## src/rtl/spmv_rd_arb_pkg.sv

```systemverilog
// Shared constants for the SpMV read arbiter: defaults, AR FSM encoding, route entry layout.
package spmv_rd_arb_pkg;

  localparam int unsigned NUM_REQ_DEF     = 4;
  localparam int unsigned OUTSTANDING_DEF = 8;

  localparam logic [0:0] ST_IDLE  = 1'b0;
  localparam logic [0:0] ST_ISSUE = 1'b1;

  // Route entry is {requester index, burst length}; index field sized for up to 8 requesters.
  localparam int unsigned ROUTE_GNT_W = 3;
  localparam int unsigned ROUTE_LEN_W = 8;
  localparam int unsigned ROUTE_W     = ROUTE_GNT_W + ROUTE_LEN_W;

endpackage

```

## src/rtl/spmv_rd_route_fifo.sv

```systemverilog
// Synchronous FIFO of route entries, one per issued AR burst, popped on the burst's last R beat.
module spmv_rd_route_fifo
  import spmv_rd_arb_pkg::*;
#(
  parameter int unsigned DEPTH = OUTSTANDING_DEF,
  parameter int unsigned WIDTH = ROUTE_W,
  localparam int unsigned CNT_W = $clog2(DEPTH) + 1
) (
  input  logic             clk,
  input  logic             rstn,
  input  logic             push,
  input  logic [WIDTH-1:0] din,
  input  logic             pop,
  output logic [WIDTH-1:0] dout,
  output logic             full,
  output logic             empty,
  output logic [CNT_W-1:0] count
);

  localparam int unsigned PTR_W = (DEPTH > 1) ? $clog2(DEPTH) : 1;

  logic [WIDTH-1:0] mem [DEPTH];
  logic [PTR_W-1:0] wr_ptr;
  logic [PTR_W-1:0] rd_ptr;
  logic             do_push;
  logic             do_pop;

  assign full    = (count == CNT_W'(DEPTH));
  assign empty   = (count == '0);
  assign do_push = push & ~full;
  assign do_pop  = pop & ~empty;
  assign dout    = mem[rd_ptr];

  always_ff @(posedge clk) begin
    if (do_push) begin
      mem[wr_ptr] <= din;
    end
  end

  always_ff @(posedge clk) begin
    if (!rstn) begin
      wr_ptr <= '0;
      rd_ptr <= '0;
      count  <= '0;
    end else begin
      if (do_push) begin
        wr_ptr <= wr_ptr + 1'b1;
      end
      if (do_pop) begin
        rd_ptr <= rd_ptr + 1'b1;
      end
      case ({do_push, do_pop})
        2'b10:   count <= count + 1'b1;
        2'b01:   count <= count - 1'b1;
        default: count <= count;
      endcase
    end
  end

endmodule

```

## src/rtl/spmv_rd_arb.sv

```systemverilog
// N:1 AXI read arbiter with in-order R routing via a route FIFO.
// Optional SPMV_RD_ARB_PRIO0_EN: requester 0 has absolute priority over round-robin.
module spmv_rd_arb
  import spmv_rd_arb_pkg::*;
#(
  parameter int unsigned NUM_REQ     = NUM_REQ_DEF,
  parameter int unsigned ADDR_WIDTH  = 48,
  parameter int unsigned DATA_WIDTH  = 256,
  parameter int unsigned OUTSTANDING = OUTSTANDING_DEF
) (
  input  logic                          clk,
  input  logic                          rstn,
  input  logic [NUM_REQ-1:0]            s_arvalid,
  output logic [NUM_REQ-1:0]            s_arready,
  input  logic [NUM_REQ*ADDR_WIDTH-1:0] s_araddr,
  input  logic [NUM_REQ*8-1:0]          s_arlen,
  output logic [NUM_REQ-1:0]            s_rvalid,
  input  logic [NUM_REQ-1:0]            s_rready,
  output logic [DATA_WIDTH-1:0]         s_rdata,
  output logic                          s_rlast,
  output logic                          m_arvalid,
  input  logic                          m_arready,
  output logic [ADDR_WIDTH-1:0]         m_araddr,
  output logic [7:0]                    m_arlen,
  input  logic                          m_rvalid,
  output logic                          m_rready,
  input  logic [DATA_WIDTH-1:0]         m_rdata,
  input  logic                          m_rlast,
  output logic                          err_orphan
);

  localparam int unsigned IDX_W = $clog2(NUM_REQ);
  localparam int unsigned CNT_W = $clog2(OUTSTANDING) + 1;

  logic [0:0]             state;
  logic [IDX_W-1:0]       rr_ptr;
  logic [IDX_W-1:0]       rr_next;
  logic [IDX_W-1:0]       grant_idx;
  logic                   grant_any;
  logic                   can_grant;
  int unsigned            cand;
  logic [ADDR_WIDTH-1:0]  sel_addr;
  logic [7:0]             sel_len;

  logic                   fifo_push;
  logic                   fifo_pop;
  logic                   fifo_full;
  logic                   fifo_empty;
  logic [CNT_W-1:0]       fifo_cnt;
  logic [ROUTE_W-1:0]     route_din;
  logic [ROUTE_W-1:0]     route_head;
  logic [ROUTE_GNT_W-1:0] head_gnt;
  logic [ROUTE_LEN_W-1:0] head_len;
  logic                   r_hs;
  logic [7:0]             beat_cnt;

  always_comb begin
    grant_any = 1'b0;
    grant_idx = '0;
    cand      = 0;
    for (int unsigned i = 0; i < NUM_REQ; i++) begin
      cand = rr_ptr + i;
      if (cand >= NUM_REQ) begin
        cand = cand - NUM_REQ;
      end
      if (!grant_any && s_arvalid[IDX_W'(cand)]) begin
        grant_any = 1'b1;
        grant_idx = IDX_W'(cand);
      end
    end
`ifdef SPMV_RD_ARB_PRIO0_EN
    if (s_arvalid[0]) begin
      grant_any = 1'b1;
      grant_idx = '0;
    end
`endif
  end

  assign can_grant = (state == ST_IDLE) && (fifo_cnt < CNT_W'(OUTSTANDING)) && grant_any;
  assign rr_next   = (grant_idx == IDX_W'(NUM_REQ - 1)) ? '0 : grant_idx + 1'b1;

  always_comb begin
    sel_addr  = '0;
    sel_len   = '0;
    s_arready = '0;
    for (int unsigned k = 0; k < NUM_REQ; k++) begin
      if (grant_idx == IDX_W'(k)) begin
        sel_addr = s_araddr[k*ADDR_WIDTH +: ADDR_WIDTH];
        sel_len  = s_arlen[k*8 +: 8];
      end
    end
    if (can_grant) begin
      s_arready[grant_idx] = 1'b1;
    end
  end

  always_ff @(posedge clk) begin
    if (!rstn) begin
      state     <= ST_IDLE;
      rr_ptr    <= '0;
      m_arvalid <= 1'b0;
      m_araddr  <= '0;
      m_arlen   <= '0;
    end else if (state == ST_IDLE) begin
      if (can_grant) begin
        state     <= ST_ISSUE;
        m_arvalid <= 1'b1;
        m_araddr  <= sel_addr;
        m_arlen   <= sel_len;
`ifdef SPMV_RD_ARB_PRIO0_EN
        if (grant_idx != '0) begin
          rr_ptr <= rr_next;
        end
`else
        rr_ptr <= rr_next;
`endif
      end
    end else begin
      if (m_arready) begin
        state     <= ST_IDLE;
        m_arvalid <= 1'b0;
      end
    end
  end

  assign route_din = {ROUTE_GNT_W'(grant_idx), sel_len};
  assign fifo_push = can_grant;
  assign head_gnt  = route_head[ROUTE_W-1 -: ROUTE_GNT_W];
  assign head_len  = route_head[ROUTE_LEN_W-1:0];

  // With nothing outstanding the master R channel is sunk so a stray beat cannot wedge it.
  always_comb begin
    s_rvalid = '0;
    m_rready = 1'b1;
    if (!fifo_empty) begin
      m_rready = 1'b0;
      for (int unsigned k = 0; k < NUM_REQ; k++) begin
        if (head_gnt == ROUTE_GNT_W'(k)) begin
          s_rvalid[k] = m_rvalid;
          m_rready    = s_rready[k];
        end
      end
    end
  end

  assign s_rdata  = m_rdata;
  assign s_rlast  = m_rlast;
  assign r_hs     = m_rvalid & m_rready & ~fifo_empty;
  assign fifo_pop = r_hs & m_rlast;

  always_ff @(posedge clk) begin
    if (!rstn) begin
      err_orphan <= 1'b0;
      beat_cnt   <= '0;
    end else begin
      if (fifo_empty && m_rvalid) begin
        err_orphan <= 1'b1;
      end
      if (r_hs) begin
        beat_cnt <= m_rlast ? '0 : beat_cnt + 1'b1;
      end
    end
  end

  spmv_rd_route_fifo #(
    .DEPTH (OUTSTANDING),
    .WIDTH (ROUTE_W)
  ) u_route_fifo (
    .clk   (clk),
    .rstn  (rstn),
    .push  (fifo_push),
    .din   (route_din),
    .pop   (fifo_pop),
    .dout  (route_head),
    .full  (fifo_full),
    .empty (fifo_empty),
    .count (fifo_cnt)
  );

  // The last beat of a routed burst must land exactly on its declared length.
  a_burst_len: assert property (@(posedge clk) disable iff (!rstn)
    r_hs |-> (m_rlast == (beat_cnt == head_len)));

  a_no_overflow: assert property (@(posedge clk) disable iff (!rstn)
    !(fifo_push && fifo_full));

endmodule

```

## config.mk

```make
export PLATFORM = sky130hd
export DESIGN_NAME = spmv_rd_arb
export DESIGN_NICKNAME = d
export VERILOG_FILES = /design/src/rtl/spmv_rd_arb_pkg.sv /design/src/rtl/spmv_rd_route_fifo.sv /design/src/rtl/spmv_rd_arb.sv
export SDC_FILE = /design/constraint.sdc
export NUM_CORES = 1
export LEC_CHECK = 0
export ABC_AREA = 0
export CAP_MARGIN = 10
export CORE_AREA = 2 2 316 318
export CTS_CLUSTER_DIAMETER = 50
export DETAILED_ROUTE_END_ITERATION = 8
export DIE_AREA = 0 0 318 320
export DONT_BUFFER_PORTS = 1
export SETUP_SLACK_MARGIN = 0.15
export SLEW_MARGIN = 20
export SYNTH_ARGS = -nofsm -noshare
export SYNTH_HDL_FRONTEND = slang
export SYNTH_SLANG_ARGS = --single-unit
```

## constraint.sdc

```tcl
create_clock -name clk -period 6.4 [get_ports clk]
set_input_delay 0 -clock clk [delete_from_list [all_inputs] [get_ports clk]]
set_output_delay 0 -clock clk [all_outputs]
set_load 0.01 [all_outputs]
```

==> results.md <==
- Max Cap Viol: 0
- Drt drc: 0
- Post-synth ARST share: 0
- CP max FO: 59
- Initial Utilization: 0.0723
- Pin count of the biggest net entering global routing: 75
- Reg-to-Reg End: m_araddr[16]$_SDFFE_PN0P_
- Synth cell types: 44
- Std cell rows: 115
- Worst Hold Depth: 0
- Syn nets: 1302
- Design Power: 2260 uW
- Vias in the first global route: 5561
- Count of final setup violators: 0
- Area share of the largest cell type after synthesis: 0.272
- Hold slack: 0.00000386 ns
- Die H: 320 um
- Fraction of layout cells with a size suffix above 1: 0.0623
- Synth Area per Inst: 8.86 sq um
- Status: finished, final reports clean
- CTS tree: done
- Core footprint: 98000 sq um
- GRT Total Usage: 0.0862
- Top Ports: 817
- Die area: 102000 sq um
- NumNets Final: 1107
- CTS Buf Count: 9
- Kind of end point of the critical path: flip-flop
- Multi-input gate area: 2990 sq um
- Final core occ: 0.0821
- Peak supply drop: 128 uV
- Least-Margin Pin Slew: 0.928 ns
- Post-synthesis cell area: 7090 sq um
- Crit share post-route: 0.676
- Worst Path Required: 6.74 ns
- Final max-slew violation count: 0
- DRT antenna net count: 0
- Reg2reg setup slack: 2.08 ns
- DRT Pass-1 Iters: 5
- Clk sinks: 90
- Die width: 318 um
- Clock root cell: clkbuf_16
- HP Class: primary input to output port
- Finished Layout Cells: 1904
- Vias: 5503
- Port bufs: 0
- FMAX: 231 MHz
- FF/Latch Area: 1960 sq um
- Unrepaired setup endpoints after global routing: no
- Most common cell after layout, fill and taps aside: dlygate4sd3_1
- Slew headroom: 0.381
- Initial antenna violation count: 11
- CP Class: flip-flop to flip-flop
- Filler cells: 11300
- Post-placement cell count: 1777
- Power Dens Cells: 281 nW/um^2
- Worst EP arrival: 4.66 ns
- H-tree Lvls: 3
- Clk_skew: 0.0164 ns
- Synth area leader: buf_4
- Register area share after synthesis: 0.277
- Post-Syn Instances: 800
- WHS Endpoint: s_rdata[166]
- Clock latency on the worst-skew pair: 0.39 ns
- Leakage: 0.00268 uW
- Post-route setup TNS: 0 ns
- Final hold vios: 0
- Ranking of synthesized cells by area: buf_4 (27%), dfxtp_1 (21%), o211a_1 (8.1%), a221oi_1 (6.8%), edfxtp_1 (6.8%)
- Placer's final routability congestion estimate: 0.886
- CTS clk-pin slew, worst paths: 0.08 ns
- Tmin final: 4.32 ns
- Crit Reg-Reg Startpoint: rr_ptr[1]$_SDFFE_PN0P_
- Via density: 2.89
- Final WL: 45.6 mm
- Warnings, synthesis: 0
- Worst Hold Launch: m_rdata[166]
- FF-to-FF path depth: 11
- Most frequent cells in the layout: dlygate4sd3_1 (103), dfxtp_1 (74), nand2_1 (71), nor2b_1 (60), o211a_1 (57)
- Post-synthesis to final-layout area growth: 13.5%
- Seq cells post-synth: 90
- CTS resizes: 0
- Synth Flop Type: dfxtp_1
- EDFF count, synth: 16
- First-pass GRT wire length: 56.4 mm
- Final HPWL DP: 37.6 mm
- Startpoint type of the worst setup path: flip-flop
- CTS Buffer Depth: 2
- WL per Instance: 23.9 um
- GR Overflow Total: 0
- First DRT Iteration DRCs: 418
-- synth_stat cells (4+ instances only) --
master      n
o211a_1    57
buf_4     257
a221oi_1   55
mux2i_1     6
clkbuf_1   57
o311ai_0    4
ha_1        9
and2_1      8
a21oi_1     8
edfxtp_1   16
dfxtp_1    74
nand2_1    71
nor3_1      5
nor2_1      6
nor2b_1    61
a21boi_1    4
o311ai_1   51
nand2b_1    5
-- sequential cells by signal, indices dropped and copies added, names as in the netlist, 2 cells and up, named ones only --
signal,cells
rr_ptr,2
m_araddr,48
u_route_fifo.mem,16
m_arlen,8
u_route_fifo.rd_ptr,3
u_route_fifo.count,4
u_route_fifo.wr_ptr,3
-- repair_timing --
item | CTS | global route
hold buffers | 103 | 1
setup buffers | 0 | 0
setup endpoints to repair | 0 | 0
endpoints found under the hold margin | 74 | 3
-- cells by family after synthesis --
logic type,synth area share
compound gates,0.233
xor+xnor,0.00742
fa+ha+maj,0.0159
buf+inv,0.309
flops,0.277
mux,0.0318
simple gates,0.126
-- critical path, stage by stage, from the launching register on --
cell and delay [ns]:
dfxtp_1 0.37, a21oi_1 0.14, o21a_1 0.12, o22a_1 0.41, inv_1 0.17, ha_4 0.44
nor2b_4 0.82, buf_4 0.50, a221oi_1 0.15, o311ai_1 0.31, dlygate4sd3_1 0.61, o211a_1 0.14
-- metal layers --
| layer | GRT usage | part of all wire | vias up | wire (um) |
|---|---|---|---|---|
| li1 | - | - | 2247 | - |
| met1 | 0.0560 | 0.23 | 2464 | 10500 |
| met2 | 0.149 | 0.49 | 670 | 22200 |
| met3 | 0.0906 | 0.24 | 116 | 10700 |
| met4 | 0.0436 | 0.048 | 6 | 2180 |
| met5 | 0 | 0.00090 | - | 41 |
-- area by class of cell --
cell class | instances | share of cell area
flip-flops and latches | 90 | 0.244
inverters | 4 | 0.00187
clock inverters | 6 | 0.0118
clock buffers | 10 | 0.0297
well taps | 1287 | 0.200
multi-input cells | 388 | 0.371
repair buffers | 112 | 0.139
diodes | 7 | 0.00218
-- metrics by stage --
stage / worst slack [ns] / area [sq um]
after CTS: 2.13 / 8020
final: 2.08 / 8040
after floorplan: 3.15 / 7090
after detailed placement: 2.65 / 6630
after global routing: 1.80 / 8040
after global placement: 2.69 / 6630
-- worst max-delay path by stage --
stage	startpoint	end	slack, ns	cells after the start
after global routing	rr_ptr[1]$_SDFFE_PN0P_	m_araddr[13]$_SDFFE_PN0P_	1.80	11
after global placement	rr_ptr[1]$_SDFFE_PN0P_	m_araddr[12]$_SDFFE_PN0P_	2.69	10
final	rr_ptr[1]$_SDFFE_PN0P_	m_araddr[16]$_SDFFE_PN0P_	2.08	11
after CTS	rr_ptr[1]$_SDFFE_PN0P_	m_araddr[15]$_SDFFE_PN0P_	2.13	11
after detailed placement	rr_ptr[1]$_SDFFE_PN0P_	m_araddr[15]$_SDFFE_PN0P_	2.65	10
after floorplan	flip-flop	u_route_fifo.count[2]$_SDFFE_PN0P_	3.15	13
-- report_power, final --
part           switching, uW  total [uW]  internal [uW]
logic                    411         806            394
registers                127         802            674
clock network            291         650            359
total                    829        2260           1430
Note: power is estimated with default switching activity, not from simulation.
